[src/rtl/ram_arbiter.sv]
// Round-robin arbiter sharing one RAM port among NUM_REQ requesters, one transaction at a time.
// Optional ACCESS watchdog enabled by defining ARB_TIMEOUT_EN.
module ram_arbiter #(
  parameter int NUM_REQ        = 2,
  parameter int address_width  = 32,
  parameter int data_width     = 32,
  parameter int TIMEOUT_CYCLES = 255
) (
  input  logic                              clk,
  input  logic                              reset,
  input  logic [NUM_REQ-1:0]                req_read,
  input  logic [NUM_REQ-1:0]                req_write,
  input  logic [NUM_REQ*address_width-1:0]  req_addr,
  input  logic [NUM_REQ*data_width-1:0]     req_wdata,
  output logic [NUM_REQ-1:0]                req_done,
  output logic [data_width-1:0]             req_rdata,
  output logic                              req_error,
  output logic [$clog2(NUM_REQ)-1:0]        grant_id,
  output logic                              busy,
  output logic                              ram_en_read,
  output logic                              ram_en_write,
  output logic [address_width-1:0]          ram_addr,
  output logic [data_width-1:0]             ram_wdata,
  input  logic [data_width-1:0]             ram_rdata,
  input  logic                              ram_done
);
  localparam int GW = $clog2(NUM_REQ);

  typedef enum logic [1:0] {IDLE, ACCESS, RESP} state_t;

  state_t                  state_q, state_d;
  logic [GW-1:0]           rr_ptr_q, rr_ptr_d;
  logic [GW-1:0]           grant_id_q, grant_id_d;
  logic                    busy_q, busy_d;
  logic [NUM_REQ-1:0]      req_done_q, req_done_d;
  logic [data_width-1:0]   req_rdata_q, req_rdata_d;
  logic                    en_rd_q, en_rd_d;
  logic                    en_wr_q, en_wr_d;
  logic [address_width-1:0] addr_q, addr_d;
  logic [data_width-1:0]   wdata_q, wdata_d;
`ifdef ARB_TIMEOUT_EN
  logic [15:0]             cnt_q, cnt_d;
  logic                    req_error_q, req_error_d;
`endif

  logic [address_width-1:0] addr_arr  [NUM_REQ];
  logic [data_width-1:0]    wdata_arr [NUM_REQ];
  logic [NUM_REQ-1:0]       active;
  logic                     found;
  logic [GW-1:0]            win;

  for (genvar i = 0; i < NUM_REQ; i++) begin : g_unpack
    assign addr_arr[i]  = req_addr[i*address_width +: address_width];
    assign wdata_arr[i] = req_wdata[i*data_width +: data_width];
  end

  assign active = req_read | req_write;

  function automatic logic [GW-1:0] rr_idx(input logic [GW-1:0] base, input int k);
    return GW'((int'(base) + k) % NUM_REQ);
  endfunction

  // Search begins one past the last winner so the previous grantee has lowest priority.
  always_comb begin
    found = 1'b0;
    win   = '0;
    for (int k = 1; k <= NUM_REQ; k++) begin
      if (!found && active[rr_idx(rr_ptr_q, k)]) begin
        found = 1'b1;
        win   = rr_idx(rr_ptr_q, k);
      end
    end
  end

  always_comb begin
    state_d     = state_q;
    rr_ptr_d    = rr_ptr_q;
    grant_id_d  = grant_id_q;
    busy_d      = busy_q;
    req_done_d  = req_done_q;
    req_rdata_d = req_rdata_q;
    en_rd_d     = en_rd_q;
    en_wr_d     = en_wr_q;
    addr_d      = addr_q;
    wdata_d     = wdata_q;
`ifdef ARB_TIMEOUT_EN
    cnt_d       = cnt_q;
    req_error_d = req_error_q;
`endif
    unique case (state_q)
      IDLE: begin
        if (found) begin
          grant_id_d = win;
          rr_ptr_d   = win;
          busy_d     = 1'b1;
          addr_d     = addr_arr[win];
          wdata_d    = wdata_arr[win];
          en_wr_d    = req_write[win];
          en_rd_d    = ~req_write[win];
          state_d    = ACCESS;
`ifdef ARB_TIMEOUT_EN
          cnt_d      = '0;
`endif
        end
      end
      ACCESS: begin
        if (ram_done) begin
          en_rd_d = 1'b0;
          en_wr_d = 1'b0;
          if (en_rd_q) req_rdata_d = ram_rdata;
          req_done_d             = '0;
          req_done_d[grant_id_q] = 1'b1;
          state_d                = RESP;
        end
`ifdef ARB_TIMEOUT_EN
        else if (cnt_q == 16'(TIMEOUT_CYCLES - 1)) begin
          en_rd_d                = 1'b0;
          en_wr_d                = 1'b0;
          req_done_d             = '0;
          req_done_d[grant_id_q] = 1'b1;
          req_error_d            = 1'b1;
          state_d                = RESP;
        end else begin
          cnt_d = cnt_q + 16'd1;
        end
`endif
      end
      RESP: begin
        req_done_d = '0;
        busy_d     = 1'b0;
        state_d    = IDLE;
`ifdef ARB_TIMEOUT_EN
        req_error_d = 1'b0;
`endif
      end
      default: state_d = IDLE;
    endcase
  end

  always_ff @(posedge clk) begin
    if (reset) begin
      state_q     <= IDLE;
      rr_ptr_q    <= GW'(NUM_REQ - 1);
      grant_id_q  <= '0;
      busy_q      <= 1'b0;
      req_done_q  <= '0;
      req_rdata_q <= '0;
      en_rd_q     <= 1'b0;
      en_wr_q     <= 1'b0;
      addr_q      <= '0;
      wdata_q     <= '0;
`ifdef ARB_TIMEOUT_EN
      cnt_q       <= '0;
      req_error_q <= 1'b0;
`endif
    end else begin
      state_q     <= state_d;
      rr_ptr_q    <= rr_ptr_d;
      grant_id_q  <= grant_id_d;
      busy_q      <= busy_d;
      req_done_q  <= req_done_d;
      req_rdata_q <= req_rdata_d;
      en_rd_q     <= en_rd_d;
      en_wr_q     <= en_wr_d;
      addr_q      <= addr_d;
      wdata_q     <= wdata_d;
`ifdef ARB_TIMEOUT_EN
      cnt_q       <= cnt_d;
      req_error_q <= req_error_d;
`endif
    end
  end

  assign req_done     = req_done_q;
  assign req_rdata    = req_rdata_q;
  assign grant_id     = grant_id_q;
  assign busy         = busy_q;
  assign ram_en_read  = en_rd_q;
  assign ram_en_write = en_wr_q;
  assign ram_addr     = addr_q;
  assign ram_wdata    = wdata_q;
`ifdef ARB_TIMEOUT_EN
  assign req_error    = req_error_q;
`else
  assign req_error    = 1'b0;
`endif

endmodule

[config.mk]
export PLATFORM = sky130hd
export DESIGN_NAME = ram_arbiter
export DESIGN_NICKNAME = d
export VERILOG_FILES = /design/src/rtl/ram_arbiter.sv
export SDC_FILE = /design/constraint.sdc
export NUM_CORES = 1
export LEC_CHECK = 0
export ABC_AREA = 1
export CORE_ASPECT_RATIO = 1.1
export CORE_MARGIN = 4
export CORE_UTILIZATION = 42
export DETAILED_ROUTE_END_ITERATION = 10
export PLACE_DENSITY_LB_ADDON = 0.3
export SYNTH_ARGS = -nofsm -noshare
export SYNTH_HDL_FRONTEND = slang
export SYNTH_SLANG_ARGS = --single-unit
[constraint.sdc]
create_clock -name clk -period 3.1 [get_ports clk]
set_input_delay 0.62 -clock clk [delete_from_list [all_inputs] [get_ports clk]]
set_output_delay 0.62 -clock clk [all_outputs]
set_load 0.03 [all_outputs]
==> results.toml <==
[sta]
setup_violations = 0
rsz0062_at_grt = "no"
fmax_mhz = 488
relSlewSlack_pct = 65.0
drv_slew = 0
period_minus_slack_ns = 2.05
finalHoldViolCount = 0
tns_ns = 0
worst_pin_slew_ns = 0.525
period_share_pct = 66.2
finClkSkew_ns = 0.00714
whs_ns = 0.467

[place]
io_buffers = 268
place_hpwl_mm = 11.4
gp_congestion = 0.832
placedCellCount = 1122

[setup_path]
cp_slowest_cell = "clkdlybuf4s50_1"
cp_data_arrival_time_ns = 2.34
worst_setup_path_start_kind = "primary input"
cp_max_fo = 33
path_cells = "clkdlybuf4s50_1 -> nor2_1 -> nand2_1 -> nand2_2 -> inv_4 -> buf_4 -> nor2_1 -> nor2_1 -> nand2_1 -> inv_1"
crit_path_max_incr_delay_ns = 0.49
crit_family = "buffers and inverters"
worst-path-buf-inv = 4
critPathMostFrequentCell = "nor2_1"
r2r_setup_slack_ns = 1.48
crit_type = "primary input to register"
cp_data_required_time_ns = 3.39
crit_path_end_kind = "register"

[route]
wl_mm = 15.6
wire_per_inst_um = 13.7
vias_per_cell = 4.64
drc = 0
ant_nets = 0
dr.first_iter.drc_count = 293
dr.pass1.iters = 4
vias = 5278

[cts]
cts.sinks = 105
hold_buffers = 0
cts_max_level = 3
tritoncts = "yes"
cts_setup_buffers = 0
cts_root_buf = "clkbuf_16"
cts_resized = 0
clock_latency_ns = 0.34
clk_pin_slew_ns = 0.07
cts_buffers = 9
cts.path.max_buffers = 2

[logic_synthesis]
synth_warnings = 0
yosysMostFrequentCell = "nand2_1"
synth_ff_type = "dfxtp_1"
synth_compound_area_share_pct = 4.23
synthSimpleGateAreaFrac_pct = 40.0
synthXorXnorAreaFrac_pct = 0
ys_ff_latch = 105
ys_seq_area_share_pct = 43.4
yosys-top-cells-count = "nand2_1 (207), nor2_1 (177), dfxtp_1 (105)"
syn-cell-area_um2 = 4850
synth_top_area_cell = "dfxtp_1"
synth_edf_count = 0
synth_cell_types = 21
async_flop_share_pct = 0
syn_avg_cell_area_um2 = 6.52
synth_fa_ha_area_share_pct = 0
syn-num-nets = 910
synthMuxAreaShare_pct = 0
yosysTopAreaCellShare_pct = 43.4
synth_cells = 743
synth_top_family_by_area = "simple AND/OR/NAND/NOR gates"
synthTopCellsByArea = "dfxtp_1 (43%), nand2_1 (16%), nor2_1 (14%)"

[cells_and_area]
drive_gt1_share_pct = 5.75
nFillCells = 940
fin_cells = 1138
fin_util_pct = 70.5
syn_to_final_growth_pct = 61.7
regArea_um2 = 2100
multi_input_area_um2 = 2150
fin_nets = 1153
antenna_cells = 0

[power]
ir_drop_v = 0.000266
power_mw = 4.19
power_density_nw_per_um2 = 534
leakagePower_nw = 3.79

[global_routing]
grt_pass1_vias = 5135
grt_overflow = 0
grt_start_max_net_pins = 46
grt_pass1_wl_mm = 25.2
antenna_found_initial = 0
grt_usage_pct = 23.0

[floorplan]
die-height_um = 121
die_area_um2 = 13300
core_area_um2 = 11100
rows = 40
initial_core_util_pct = 43.6
num_io_pins = 270
fp.dieW_um = 110

[run]
drv_cap = 0

[hold_path]
hold_path.class = "register to register"

[status]
status = "complete, no violations"
layout make-up:
type,count,share of cell area (%)
multi-input combinational,518,27.4
timing repair buffer,278,35.4
clock buffer,10,3.05
sequential,105,26.8
inverter,74,3.58
tap,147,2.35
clock inverter,6,1.34
metrics by stage:
| stage | worst slack, ns | area, µm² |
|---|---|---|
| floorplan | 1.56 | 4850 |
| global placement | 0.770 | 7490 |
| detailed placement | 0.721 | 7490 |
| CTS | 1.04 | 7840 |
| global route | 0.876 | 7840 |
| finish | 1.05 | 7840 |
layout by cell type, fill, tap and decap left out, types with 6 or more instances in the layout:
cell type        instances
a21oi_1                  7
buf_4                    8
clkbuf_16                9
clkdlybuf4s50_1        267
dfxtp_1                105
inv_1                   70
nand2_1                206
nand3_1                 67
nor2_1                 177
nor2_2                  21
o21ai_0                 28
o21ai_1                  6
report_power, final:
group,switching (mW),total [mW],internal [mW],leakage [nW]
sequential,0.0744,1.56,1.49,0.866
combinational,0.739,1.33,0.588,2.75
clock,0.491,1.30,0.807,0.172
layer usage:
layer / share of wire [%] / wire length, µm / vias up / track usage (%)
met5: 0 / 0 / - / 0
met4: 2.7 / 423 / 0 / 8.78
met3: 9.4 / 1470 / 26 / 8.51
met2: 47 / 7300 / 203 / 39.5
met1: 41 / 6400 / 2335 / 26.0
li1: - / - / 2714 / -
worst min-delay path, stage by stage (launching register included):
cell	delay, ns
dfxtp_1	0.31
nand2_1	0.06
a21oi_1	0.05
sequential cells by signal, indices dropped and copies added (netlist names):
signal,cells
req_rdata,32
ram_en_write,1
state_q,2
ram_addr,32
busy,1
req_done,2
rr_ptr_q,1
grant_id,1
ram_wdata,32
ram_en_read,1
cells by family (layout without fill, tap and decap cells):
| family | after synthesis | after routing |
|---|---|---|
| other cells | 1 | 1 |
| compound gates | 41 | 41 |
| buf+inv | 120 | 368 |
| simple gates | 476 | 476 |
| flops | 105 | 105 |
final timing paths:
kind / from / endpoint / depth (start not counted)
worst min register to register: req_done[1] / req_done[1] / 2
worst max register to register: state_q[0] / ram_addr[26] / 8
worst min-delay path: req_done[1] / req_done[1] / 2
worst max-delay path: req_write[0] / ram_addr[26] / 10
Note: power is estimated with default switching activity, not from simulation.
